File: config.mk
export PLATFORM = sky130hd
export DESIGN_NAME = fetch_unit_flat
export DESIGN_NICKNAME = d
export VERILOG_FILES = /design/src/rtl/wisc_fetch_pkg.sv /design/src/rtl/fetch_unit_if.sv /design/src/rtl/fetch_out_buf.sv /design/src/rtl/fetch_unit.sv /design/src/flat_wrapper.sv
export SDC_FILE = /design/constraint.sdc
export NUM_CORES = 1
export LEC_CHECK = 0
export CORE_ASPECT_RATIO = 1.25
export CORE_MARGIN = 10
export CORE_UTILIZATION = 44
export CTS_CLUSTER_DIAMETER = 100
export CTS_CLUSTER_SIZE = 12
export DETAILED_ROUTE_END_ITERATION = 6
export GPL_TIMING_DRIVEN = 0
export PLACE_DENSITY = 0.89
export SYNTH_ARGS = -nofsm -noshare
export SYNTH_HDL_FRONTEND = slang
export SYNTH_SLANG_ARGS = --single-unit
File: constraint.sdc
create_clock -name clk -period 2 [get_ports clk]
set_input_delay 0.3 -clock clk [delete_from_list [all_inputs] [get_ports clk]]
set_output_delay 0.3 -clock clk [all_outputs]
set_load 0.005 [all_outputs]
File: src/rtl/wisc_fetch_pkg.sv
// Shared types and constants for the WISC-F24 instruction-fetch stage.
package wisc_fetch_pkg;
  localparam int WORD_W = 16;
  localparam int OPC_W  = 5;
  localparam logic [OPC_W-1:0]  OPC_HALT = 5'b00000;
  localparam logic [WORD_W-1:0] NOP_WORD = 16'h0800;

  typedef enum logic [1:0] {REQ, WAIT, HALT} fetch_state_t;

  typedef struct packed {
    logic [WORD_W-1:0] instr;
    logic [WORD_W-1:0] pc_plus2;
  } fetch_rsp_t;

  function automatic logic is_halt(input logic [WORD_W-1:0] w);
    return w[WORD_W-1 -: OPC_W] == OPC_HALT;
  endfunction
endpackage

File: src/rtl/fetch_unit_if.sv
// Instruction-memory read port between fetch (master) and memory (slave).
interface fetch_unit_if;
  import wisc_fetch_pkg::*;
  logic [WORD_W-1:0] memAddr;
  logic              memRd;
  logic [WORD_W-1:0] memDataOut;
  logic              memDone;
  logic              memStall;
  logic              memErr;

  modport master (output memAddr, memRd, input memDataOut, memDone, memStall, memErr);
  modport slave  (input memAddr, memRd, output memDataOut, memDone, memStall, memErr);
endinterface

File: src/rtl/fetch_out_buf.sv
// Single-entry instruction/pcPlus2 register facing decode: holds on stall, flushes on redirect.
module fetch_out_buf
  import wisc_fetch_pkg::*;
#(
  parameter logic [WORD_W-1:0] RESET_PC  = 16'h0000,
  parameter logic [WORD_W-1:0] NOP_INSTR = NOP_WORD
) (
  input  logic       clk,
  input  logic       rst,
  input  logic       load,
  input  logic       flush,
  input  logic       decStall,
  input  fetch_rsp_t din,
  output fetch_rsp_t dout,
  output logic       valid
);
  always_ff @(posedge clk) begin
    if (rst) begin
      valid         <= 1'b0;
      dout.instr    <= NOP_INSTR;
      dout.pc_plus2 <= RESET_PC + 16'd2;
    end else if (flush) begin
      valid      <= 1'b0;
      dout.instr <= NOP_INSTR;
    end else if (load) begin
      valid <= 1'b1;
      dout  <= din;
    end else if (valid && !decStall) begin
      // consumed with nothing new behind it: show the bubble word
      valid      <= 1'b0;
      dout.instr <= NOP_INSTR;
    end
  end
endmodule

File: src/rtl/fetch_unit.sv
// WISC-F24 fetch stage: PC, instruction-memory requests, redirect squash and HALT.
// Optional: define FETCH_ALIGN_CHK_EN to trap odd-PC fetches (err + halt).
module fetch_unit
  import wisc_fetch_pkg::*;
#(
  parameter logic [WORD_W-1:0] RESET_PC  = 16'h0000,
  parameter logic [WORD_W-1:0] NOP_INSTR = NOP_WORD
) (
  input  logic              clk,
  input  logic              rst,
  input  logic              redirect,
  input  logic [WORD_W-1:0] redirectPC,
  input  logic              decStall,
  output logic [WORD_W-1:0] instruction,
  output logic [WORD_W-1:0] pcPlus2,
  output logic              instValid,
  output logic              halted,
  output logic              err,
  fetch_unit_if.master      mem
);
  fetch_state_t      state, state_nxt;
  logic [WORD_W-1:0] pc, addr_q;
  logic              squash;
  logic              free, accept, halt_acc, done, misalign, load, flush;
  fetch_rsp_t        rsp, obuf;

  assign free     = !instValid || !decStall;
  assign accept   = instValid && !decStall;
  assign halt_acc = accept && is_halt(instruction) && !redirect;
  assign done     = mem.memRd && mem.memDone && !mem.memStall;
`ifdef FETCH_ALIGN_CHK_EN
  assign misalign = (state == REQ) && !rst && free && !redirect && !halt_acc && pc[0];
`else
  assign misalign = 1'b0;
`endif
  assign load  = done && !squash && !redirect;
  assign flush = (redirect && state != HALT) || halt_acc || misalign;
  assign rsp   = '{instr: mem.memDataOut, pc_plus2: pc + 16'd2};

  always_ff @(posedge clk) begin
    if (rst) state <= REQ;
    else     state <= state_nxt;
  end

  always_comb begin
    state_nxt = state;
    unique case (state)
      REQ:     if (halt_acc || misalign) state_nxt = HALT;
               else if (mem.memRd && !done) state_nxt = WAIT;
      WAIT:    if (done) state_nxt = REQ;
      HALT:    state_nxt = HALT;
      default: state_nxt = REQ;
    endcase
  end

  // A read is only launched into an empty (or draining) output slot, so WAIT
  // always returns with room for the data.
  always_comb begin
    mem.memRd   = 1'b0;
    mem.memAddr = pc;
    halted      = 1'b0;
    unique case (state)
      REQ:     mem.memRd = !rst && free && !redirect && !halt_acc && !misalign;
      WAIT: begin
        mem.memRd   = 1'b1;
        mem.memAddr = addr_q;
      end
      HALT:    halted = 1'b1;
      default: ;
    endcase
  end

  // pc may move to redirectPC while a squashed read is still outstanding;
  // addr_q keeps the bus address stable until that read completes.
  always_ff @(posedge clk) begin
    if (rst) begin
      pc     <= RESET_PC;
      addr_q <= RESET_PC;
      squash <= 1'b0;
      err    <= 1'b0;
    end else begin
      if (state != HALT) begin
        if (redirect)            pc <= redirectPC;
        else if (done && !squash) pc <= pc + 16'd2;
      end
      if (state == REQ && mem.memRd) addr_q <= pc;
      if (done)                           squash <= 1'b0;
      else if (state == WAIT && redirect) squash <= 1'b1;
      if ((done && mem.memErr) || misalign) err <= 1'b1;
    end
  end

  fetch_out_buf #(.RESET_PC(RESET_PC), .NOP_INSTR(NOP_INSTR)) u_obuf (
    .clk      (clk),
    .rst      (rst),
    .load     (load),
    .flush    (flush),
    .decStall (decStall),
    .din      (rsp),
    .dout     (obuf),
    .valid    (instValid)
  );

  assign instruction = obuf.instr;
  assign pcPlus2     = obuf.pc_plus2;
endmodule

File: src/flat_wrapper.sv
// flat-port wrapper written by rule: the top's interface ports become plain ports
module fetch_unit_flat import wisc_fetch_pkg::*;
#(
  parameter logic [WORD_W-1:0] RESET_PC  = 16'h0000,
  parameter logic [WORD_W-1:0] NOP_INSTR = NOP_WORD
)
  (clk, rst, redirect, redirectPC, decStall, instruction, pcPlus2, instValid, halted, err, mem_memAddr, mem_memRd, mem_memDataOut, mem_memDone, mem_memStall, mem_memErr);
  fetch_unit_if mem_i ();
  input  logic clk;
  input  logic rst;
  input  logic redirect;
  input  logic [WORD_W-1:0] redirectPC;
  input  logic decStall;
  output logic [WORD_W-1:0] instruction;
  output logic [WORD_W-1:0] pcPlus2;
  output logic instValid;
  output logic halted;
  output logic err;
  output wire logic [$bits(mem_i.memAddr)-1:0] mem_memAddr;
  output wire logic [$bits(mem_i.memRd)-1:0] mem_memRd;
  input wire logic [$bits(mem_i.memDataOut)-1:0] mem_memDataOut;
  input wire logic [$bits(mem_i.memDone)-1:0] mem_memDone;
  input wire logic [$bits(mem_i.memStall)-1:0] mem_memStall;
  input wire logic [$bits(mem_i.memErr)-1:0] mem_memErr;
  assign mem_memAddr = mem_i.memAddr;
  assign mem_memRd = mem_i.memRd;
  assign mem_i.memDataOut = mem_memDataOut;
  assign mem_i.memDone = mem_memDone;
  assign mem_i.memStall = mem_memStall;
  assign mem_i.memErr = mem_memErr;
  fetch_unit #(.RESET_PC(RESET_PC), .NOP_INSTR(NOP_INSTR)) u_core (.clk(clk), .rst(rst), .redirect(redirect), .redirectPC(redirectPC), .decStall(decStall), .instruction(instruction), .pcPlus2(pcPlus2), .instValid(instValid), .halted(halted), .err(err), .mem(mem_i));
endmodule
Word-level counts from Yosys, hierarchy flattened. Index checks and enable logic that the tools add are counted.

Add/sub/neg operators: 1. Eq/ne operators: 5. Multiplexer cells: 13. Bitwise logic cells: 1. Reductions and logical operators: 34.

Operator list (count): $mux 16 (5); $add 16x2->16 const B (1); $logic_and 1x1->1 (15); $logic_not 1->1 (8); $mux 2 (3); $pmux 2 s3 (1); $reduce_and 2->1 (3); $logic_not 5->1 (1); $reduce_bool 2->1 (2); $reduce_or 2->1 (2); $mux 1 (3); $ne 3x1->1 const B (1); $eq 2x1->1 const B (1); $eq 2x2->1 const B (1); $logic_not 2->1 (1); $logic_or 1x1->1 (2); $ne 2x1->1 const B (1); $ne 2x2->1 const B (1); $pmux 1 s2 (1); $not 1->1 (1).

Register bits: 69. Input bits: 39. Output and inout bits: 52. Word-level logic and storage cells: 62.

Longest topological paths before layout.
Depth after elaboration: 14. Mapped depth: 8. Depth with buffers taken out: 6.

By module. Synthesis repeated with hierarchy kept, for this count alone.

Cells, all modules: 383. Area total of the unflattened synthesis: 3151.8 µm².

By module, submodules not included: fetch_unit (times used 1, cells an instance 269, area an instance 2018.2 µm²); fetch_out_buf (times used 1, cells an instance 114, area an instance 1133.6 µm²).

Worst setup path before layout. Ideal clock, no wire load.

Kind: reg2out. From: register u_core.u_obuf.dout[27] (netlist name). To: output mem_memRd. Data arrival time: 1.926 ns. Data required time: 1.700 ns. Path slack: -0.226 ns. Stages on the path, launching flop included: 6. Cells stage by stage: dfxtp_1 > or4_4 > or4_4 > a21oi_4 > inv_2 > buf_2.

Word-level cells in the longest chain between the ends: 6.

Ends and longest elaborated chain: start: declaration (RTL line fetch_out_buf.sv:14) `output fetch_rsp_t dout,`; start signal: assignment (RTL line fetch_out_buf.sv:27) `dout <= din;`; $logic_not 5->1 (RTL line wisc_fetch_pkg.sv:16) `return w[WORD_W-1 -: OPC_W] == OPC_HALT;`; $logic_and 1x1->1 (2 in series) (RTL line fetch_unit.sv:29) `assign halt_acc = accept && is_halt(instruction) && !redirect;`; $logic_not 1->1 (RTL line fetch_unit.sv:63) `REQ: mem.memRd = !rst && free && !redirect && !halt_acc && !misalign;`; $logic_and 1x1->1 (RTL line fetch_unit.sv:63); $pmux 1 s2 (RTL line fetch_unit.sv:62) `unique case (state)`; end: declaration (RTL line flat_wrapper.sv:20) `output wire logic [$bits(mem_i.memRd)-1:0] mem_memRd;`.

Every way passes these cells.

Worst setup path after layout. Same ends and word-level chain as after synthesis.

==> run metrics <==
DP Area=4380 µm²; hold wc startpoint=u_core.addr_q[5]$_SDFFE_PP0P_; number of synthesized flops with an enable pin=0; maximum number of pins on one net before global-route repair=12; overall power=3.273 mW; synth top area cells=dfxtp_1 41%, nand2_1 9.9%, a21oi_1 6.5%; RSZ-0062 raised after global routing=yes; max_cap viols=0; Hold Buf Count CTS=0; register area=about 1400 µm²; PD cells=approximately 620 nW/µm²; All-Layer GR Usage=0.1983; # clock sinks=69; Port Buffer Count=88; Synth Flop Type=dfxtp_1; CTS HTree Levels=3; Yosys top cell by area=dfxtp_1; DR iter-0 viols=between 300 and 400; minimum clock period=2.517 ns; crit path kind=flip-flop to output pin; most frequent cells after synthesis=89 x nand2_1, 69 x dfxtp_1, 44 x a21oi_1, 34 x nor2_1, 30 x clkbuf_1; setup violators final=62; Fin Setup TNS=-14.87 ns; CP startpoint=u_core.u_obuf.dout[27]$_SDFFE_PP1P_; Slowest-stage cell, CP=or4_4; reg2reg setup slack=-0.43 ns; layout cells sized above 1=0.1929; Layout Area Growth over Synthesis=55.95%; worst path bufs/invs=3; Layout Nets=601; vias in the first global route=3863; CP endpoint kind=output pin; FFs w/ async S/R, synth=0; initial antenna violation count=0; Root Driver=clkbuf_8; Worst Max-Slew Pin Slew=roughly 0.9 ns; Max Fanout on Critical Path=2; startpoint types=flip-flop; failing checks=setup timing; FP Rows=35; Die Area=about 12000 µm²; Mapped Area=3366 µm²; Post-DP HPWL=8154 µm; Lkg Pwr=about 1.8 nW; largest stage delay on the critical path=0.53 ns; Die Ht=between 100 and 150 µm; Seq cells post-synth=69; Clk pin slew, worst setup/hold paths=0.07 ns; CTS tree=built; routability cong.=0.9375; cell family with most CP delay=simple AND/OR/NAND/NOR gates; Num CTS Buffers=9; Final WS setup=-0.5172 ns; Mapped Nets=479; worst reg2reg path startpoint=u_core.u_obuf.dout[27]$_SDFFE_PP1P_; Cells after Synth=around 440; DRC=0; max frequency=397.3 MHz; slew margin rel.=0.3984; Worst EP required=1.70 ns; combined area of the multi-input logic cells=2111 µm²; WL final=13010 µm; CP cell instances=or4_4, or4_4, a21oi_4, inv_4, buf_6, buf_6; maximum vdd drop=0.3950 mV; Synth warnings=0; CORE AREA=7401 µm²; top-area cell type share of the netlist area=0.4104; antenna fix cells=0; drt first pass iters=5; Die X=98.23 µm; Slew Viols, Final=0; Worst-Skew Late Latency=0.36 ns; CTS max path bufs=2; fin crit share=1.259; FILL cells=~530; vias=between 3000 and 4000; status=finished, violations left; leftover overflow at the end of global routing=0; Core Util, Final=0.7092; final instance area=5249 µm²; critical path arrival=2.22 ns; Final Hold Viols=0; Ports=91; sequential fraction of the synthesis area=0.4104; mean routed wirelength per cell=roughly 20 µm; count leader, synth=nand2_1; Mean Syn Cell Area=7.667 µm²; hold crit path type=flip-flop to flip-flop; Yosys cell types=42; Setup Skew=0.004631 ns; DP Worst Slack=-0.9652 ns; first-pass GRT wire length=19210 µm; antenna-violating nets left=0; initial core utilization=0.4548; Via density=a little under 6
-- cells in the final DEF, fill, tap and decap left out, types with 3 or more instances in the layout --
master            n
a211oi_2          9
a211oi_4          3
a21oi_1          42
a22oi_1           3
a31oi_1           4
and2_1            3
buf_1             3
buf_4            14
buf_6            15
buf_8             4
clkbuf_1         19
clkbuf_16         3
clkbuf_8         13
clkdlybuf4s50_1  74
dfxtp_1          62
dfxtp_2           5
dlygate4sd2_1    13
inv_1             5
mux2i_1           5
nand2_1          88
nand2b_1         10
nand3_1          25
nand4_1           5
nor2_1           24
nor2_4            9
nor3_1            8
nor4_1            3
nor4_2            3
o211ai_1         16
o21ai_0           5
o21ai_1           3
o311ai_1          4
o31ai_1           9
xnor2_1           7
xor2_1            4
-- kinds of logic (layout without fill, tap and decap cells) --
family	after synthesis	in the layout	share of synthesized area
DFF	69	69	0.4104
xor gates and xnor gates	11	11	0.02862
and+or+nand+nor	193	193	0.2613
AOI/OAI and AO/OA	116	116	0.2286
muxes	5	5	0.01487
adders and majority gates	1	1	0.003717
buffers and inverters	44	170	0.05241
-- flip-flops by register name, summed over array words and instances, names as in the netlist --
signal / cells
u_core.u_obuf.dout: 32
u_core.u_obuf.valid: 1
u_core.addr_q: 16
u_core.pc: 16
u_core.err: 1
u_core.state: 2
u_core.squash: 1
-- layer usage --
| metal | vias up | global-route usage | part of all wire |
|---|---|---|---|
| met5 | - | 0 | 0 |
| met4 | 0 | 0.08618 | 0.047 |
| met3 | 61 | 0.08280 | 0.11 |
| li1 | 1790 | - | - |
| met2 | 227 | 0.3462 | 0.50 |
| met1 | 1816 | 0.2002 | 0.35 |
-- metrics by stage --
| step | hold WS (ns) | instances |
|---|---|---|
| 6_report | 0.4565 | 657 |
| 4_1_cts | 0.4267 | 646 |
| 3_5_place_dp | 0.4481 | 619 |
| 2_1_floorplan | 0.4319 | 439 |
| 3_3_place_gp | 0.4424 | 619 |
| 5_1_grt | 0.4838 | 657 |
-- cell type report --
class | count | area share
Timing Repair Buffer | 115 | 0.2188
Inverter | 6 | 0.004768
Buffer | 34 | 0.04839
Sequential cell | 69 | 0.2658
Clock inverter | 3 | 0.008582
Tap cell | 92 | 0.02193
Multi-Input combinational cell | 326 | 0.4021
Clock buffer | 12 | 0.02956
-- path summary, 6_finish.rpt --
check	cells past startpoint	to
setup / recovery	6	mem_memRd
hold / removal	2	u_core.addr_q[5]$_SDFFE_PP0P_
setup reg to reg	8	u_core.pc[7]$_SDFFE_PP0P_
hold reg to reg	2	u_core.addr_q[5]$_SDFFE_PP0P_
-- what timing repair did --
action / in CTS / in global routing
pin swaps: 13 / 28
gates resized for setup: 89 / 58
buffers inserted: 12 / 12
endpoints found under the setup margin: 78 / 71
cloned: 2 / 3
-- power breakdown --
group	internal [mW]	leakage, nW	switching, mW
registers	1.41	0.562	0.0497
clock network	0.638	0.0947	0.553
logic	0.292	1.19	0.326
total	2.34	1.85	0.929
-- worst register-to-register path, delay by kind of cell, from the launching register on --
kind | cells | cell delay [ns]
compound gates | 3 | 0.51
simple gates | 2 | 1.06
buf+inv | 3 | 0.47
flops | 1 | 0.32
(Power assumes the default switching activity.)
